==> src/rtl/stream_dispatcher.sv <==
// stream_dispatcher: routes one input stream into four DEPTH-entry FIFOs selected by io_in_dest (clk, active-low sync reset, io_in_* handshake, io_out_0..3_* outputs, io_fire, io_count only with DISPATCH_STATS_EN)
module stream_dispatcher #(
  parameter int WIDTH = 8,
  parameter int DEPTH = 2
) (
  input  logic             clk,
  input  logic             reset,
  input  logic             io_in_valid,
  output logic             io_in_ready,
  input  logic [WIDTH-1:0] io_in_bits,
  input  logic [1:0]       io_in_dest,
  output logic             io_out_0_valid,
  input  logic             io_out_0_ready,
  output logic [WIDTH-1:0] io_out_0_bits,
  output logic             io_out_1_valid,
  input  logic             io_out_1_ready,
  output logic [WIDTH-1:0] io_out_1_bits,
  output logic             io_out_2_valid,
  input  logic             io_out_2_ready,
  output logic [WIDTH-1:0] io_out_2_bits,
  output logic             io_out_3_valid,
  input  logic             io_out_3_ready,
  output logic [WIDTH-1:0] io_out_3_bits,
  output logic             io_fire
`ifdef DISPATCH_STATS_EN
  ,
  output logic [7:0]       io_count
`endif
);
  localparam int AW = $clog2(DEPTH);
  localparam int CW = AW + 1;
  logic [WIDTH-1:0] mem [4][DEPTH];
  logic [AW-1:0] rp [4];
  logic [AW-1:0] wp [4];
  logic [CW-1:0] cnt [4];
  logic [3:0] rdy, vld, deq, enq;
  assign rdy = {io_out_3_ready, io_out_2_ready, io_out_1_ready, io_out_0_ready};
  assign io_in_ready = cnt[io_in_dest] < CW'(DEPTH);
  assign io_fire = io_in_valid & io_in_ready;
  always_comb begin
    for (int q = 0; q < 4; q++) begin
      vld[q] = cnt[q] != '0;
      deq[q] = vld[q] & rdy[q];
      enq[q] = io_fire & (io_in_dest == 2'(q));
    end
  end
  assign io_out_0_valid = vld[0];
  assign io_out_1_valid = vld[1];
  assign io_out_2_valid = vld[2];
  assign io_out_3_valid = vld[3];
  assign io_out_0_bits = mem[0][rp[0]];
  assign io_out_1_bits = mem[1][rp[1]];
  assign io_out_2_bits = mem[2][rp[2]];
  assign io_out_3_bits = mem[3][rp[3]];
  always_ff @(posedge clk) begin
    for (int q = 0; q < 4; q++) begin
      if (!reset) begin
        rp[q] <= '0;
        wp[q] <= '0;
        cnt[q] <= '0;
        for (int i = 0; i < DEPTH; i++) mem[q][i] <= '0;
      end else begin
        if (enq[q]) begin
          mem[q][wp[q]] <= io_in_bits;
          wp[q] <= wp[q] + AW'(1);
        end
        if (deq[q]) rp[q] <= rp[q] + AW'(1);
        cnt[q] <= cnt[q] + CW'(enq[q]) - CW'(deq[q]);
      end
    end
  end
`ifdef DISPATCH_STATS_EN
  always_ff @(posedge clk) begin
    if (!reset) io_count <= '0;
    else if (io_fire) io_count <= io_count + 8'd1;
  end
`endif
endmodule

==> config.mk <==
export PLATFORM = sky130hd
export DESIGN_NAME = stream_dispatcher
export DESIGN_NICKNAME = d
export VERILOG_FILES = /design/src/rtl/stream_dispatcher.sv
export SDC_FILE = /design/constraint.sdc
export NUM_CORES = 1
export LEC_CHECK = 0
export ABC_AREA = 1
export BUFFER_PORTS_ARGS = -buffer_cell sky130_fd_sc_hd__buf_2
export CORE_MARGIN = 2
export CORE_UTILIZATION = 63
export CTS_BUF_LIST = sky130_fd_sc_hd__clkbuf_4
export CTS_CLUSTER_DIAMETER = 150
export DETAILED_ROUTE_END_ITERATION = 12
export GPL_ROUTABILITY_DRIVEN = 0
export HOLD_SLACK_MARGIN = 0.05
export PLACE_DENSITY = 0.87
export SYNTH_ARGS = -nofsm -noshare
export SYNTH_HDL_FRONTEND = slang
export SYNTH_SLANG_ARGS = --single-unit
==> constraint.sdc <==
create_clock -name clk -period 2.82 [get_ports clk]
set_input_delay 0.423 -clock clk [delete_from_list [all_inputs] [get_ports clk]]
set_output_delay 0.423 -clock clk [all_outputs]
set_load 0.005 [all_outputs]
==> results by group <==
Outcome
  • Status: completed

Global routing
  • Initial antenna violation count: 0
  • Number of global-route vias before repair: 2513
  • GRT Util Overall: 0.258
  • Global-route wire length before repair: 12.1 mm
  • GRT overflow: 0
  • Largest net degree at the start of global routing: 25

Critical path
  • Crit path largest cell delay: 0.52 ns
  • Worst path slowest cell: dfxtp_1
  • Crit Path Max Fanout: 10
  • Critical Path Sink Type: primary output
  • R2R Setup Slk: 1.04 ns
  • Setup crit start kind: flop
  • CP arrival: 1.63 ns
  • CP Class: reg2out
  • Most frequent cell on the critical path: nand2_1
  • Critical path, cell by cell: clkinv_1 -> nand2_1 -> nand2_1 -> buf_2
  • Required time of the critical path: 2.40 ns
  • Worst r2r dst: mem[3][1]
  • CP delay by family, top: flip-flops
  • FF-to-FF path depth: 3
  • Reg-to-Reg Start: wp[1][1]
  • Worst Path Buf+Inv: 2

Timing
  • Slew HR: 0.693
  • Final Max Slew Viols: 0
  • # setup viols final: 0
  • Setup ws final: 0.764 ns
  • Clk_skew: 0.0160 ns
  • Tmin final: 2.06 ns
  • Endpoints failing hold: 0
  • Worst-margin pin slew: 0.459 ns
  • RSZ-0062 raised after global routing: no
  • FMAX: 486 MHz
  • TNS Setup: 0 ns
  • Hold WS: 0.300 ns
  • Post-route clock period utilization: 0.729

Cells and area
  • NumNets Final: 420
  • Share of cells above drive strength 1: 0.290
  • Ant. Diodes: 0
  • Final core occ: 0.745
  • # fillers: 386
  • Area growth syn-to-layout: 12.5%
  • Post-route insts no fill: 472
  • Design area: 0.00418 mm^2

Logic synthesis
  • Post-Syn Instances: 338
  • Avg Inst Size Synth: 11.0 um^2
  • Register area share after synthesis: 0.620
  • Predominant post-synthesis flop cell: edfxtp_1
  • Seq cells post-synth: 80
  • Most instantiated cells after synthesis: edfxtp_1 (70), nand2_1 (66), nor2_1 (45), inv_1 (42), mux2_2 (24)
  • Netlist Area Pre-Place: 0.00372 mm^2
  • Post-synth EDFFs: 70
  • Synth area leader: edfxtp_1
  • Count of cell types in the netlist: 25
  • Most numerous cell in the Yosys netlist: edfxtp_1
  • Async S/R FF share, synth: 0
  • Top cells by area, synth: edfxtp_1 (57%), mux2_2 (7.3%), nand2_1 (6.7%), dfxtp_1 (5.4%), nor2_1 (4.5%)
  • Synth top area share: 0.566
  • Yosys Warn Count: 0
  • Syn nets: 363

Clock network
  • Total CTS buffers: 9
  • TritonCTS clock tree: built
  • CTS Buffer Depth: 2
  • Clk slew on worst S/H paths: 0.12 ns
  • Root Buffer: clkbuf_4
  • Clock Sinks: 80
  • H-tree depth: 3
  • Clock Latency Late Sink: 0.44 ns
  • Post-CTS setup buffers: 0
  • Post-CTS Hold Buffers: 0
  • Cells resized by post-CTS repair: 0

Floorplanning
  • Die Ht: 80.8 um
  • Num rows: 27
  • Die area: 0.00653 mm^2
  • Die width: 80.8 um
  • I/O pin count: 55
  • Core area: 0.00561 mm^2
  • Initial Util: 0.663

Power
  • VDD IR max: 500 uV
  • Pwr dens: 694 mW/mm^2
  • Total Power: 2.90 mW
  • Pleak: 1.95 nW

Routing
  • Routed vias: 2616
  • DRT Pass-1 Iters: 5
  • DRC: 0
  • Final WL: 7.58 mm
  • DRT iter0 DRCs: 292
  • Wire per inst: 16.1 um
  • Via-per-instance ratio: 5.54
  • Antenna-violating nets left: 0

Min path
  • Hold worst-path end: rp[2]
  • Hold Path Stages: 3
  • Worst Hold Class: in2reg
  • Worst hold start: reset

Place
  • DP Cell Count: 456
  • Port Buffers: 54
  • Post-placement cell area: 0.00405 mm^2
  • Setup WS pre-CTS: 0.775 ns
  • Dpl hpwl: 5.32 mm

Flow run
  • Max_cap viols: 0
worst reg2reg max path: cells and delay by family (launching register included):
family | cells | cell delay [ns]
buffers and inverters | 2 | 0.62
flip-flops | 1 | 0.60
AO/OA/AOI/OAI | 1 | 0.28
layout by cell type, fill, tap and decap left out, drive strengths merged:
cell type	Yosys	final
nand3	4	4
inv	44	44
bufinv	0	1
nor3	27	27
ha	8	8
buf	3	57
a21oi	5	5
nor2	47	47
nand2	70	70
edfxtp	70	70
mux2	24	24
clkinv	2	6
xnor2	4	4
nand4	5	5
clkinvlp	0	1
o21ai	7	7
clkbuf	8	10
dfxtp	10	10
flip-flops by register name, summed over array words and instances (netlist names):
name / count
mem: 64
rp: 4
wp: 4
cnt: 8
per-layer routing:
layer,global-route usage,wire length [um]
met1,0.335,2970
met2,0.421,3670
met3,0.0456,775
met4,0.134,167
met5,0,0
where the power goes:
group | switching, mW | total (mW) | internal [mW] | leakage [nW]
registers | 0.101 | 1.52 | 1.41 | 0.808
clock network | 0.390 | 0.666 | 0.276 | 0.0738
logic | 0.405 | 0.719 | 0.313 | 1.07
total | 0.897 | 2.90 | 2.00 | 1.95
layout make-up:
class | count | area [um^2] | share of cell area
Multi-Input combinational cell | 201 | 1190 | 0.284
Inverter | 46 | 173 | 0.0413
Tap cell | 72 | 90.1 | 0.0216
Clock buffer | 10 | 75.1 | 0.0180
Clock inverter | 6 | 60.1 | 0.0144
Sequential cell | 80 | 2300 | 0.551
Timing Repair Buffer | 57 | 293 | 0.0700
logic make-up (layout without fill, tap and decap cells):
| group | count (synthesis) | count (layout) | synth area share |
|---|---|---|---|
| simple gates | 153 | 153 | 0.194 |
| flops | 80 | 80 | 0.620 |
| xor+xnor | 4 | 4 | 0.00943 |
| compound gates | 12 | 12 | 0.0162 |
| buf+inv | 57 | 119 | 0.0609 |
| fa+ha+maj | 8 | 8 | 0.0269 |
| mux | 24 | 24 | 0.0727 |
how the worst max path moves through the flow:
| stage | from | end | slack, ns | cells after the start |
|---|---|---|---|---|
| after floorplan | io_in_dest[0] | mem[3][10] | 0.75 | 9 |
| after global placement | io_in_dest[0] | mem[1][14] | 0.91 | 9 |
| after detailed placement | io_in_dest[0] | mem[1][14] | 0.78 | 9 |
| after CTS | rp[2] | io_out_2_bits[3] | 0.77 | 4 |
| after global routing | rp[2] | io_out_2_bits[3] | 0.68 | 4 |
| final | rp[2] | io_out_2_bits[0] | 0.76 | 4 |
Note: power is estimated with default switching activity, not from simulation.
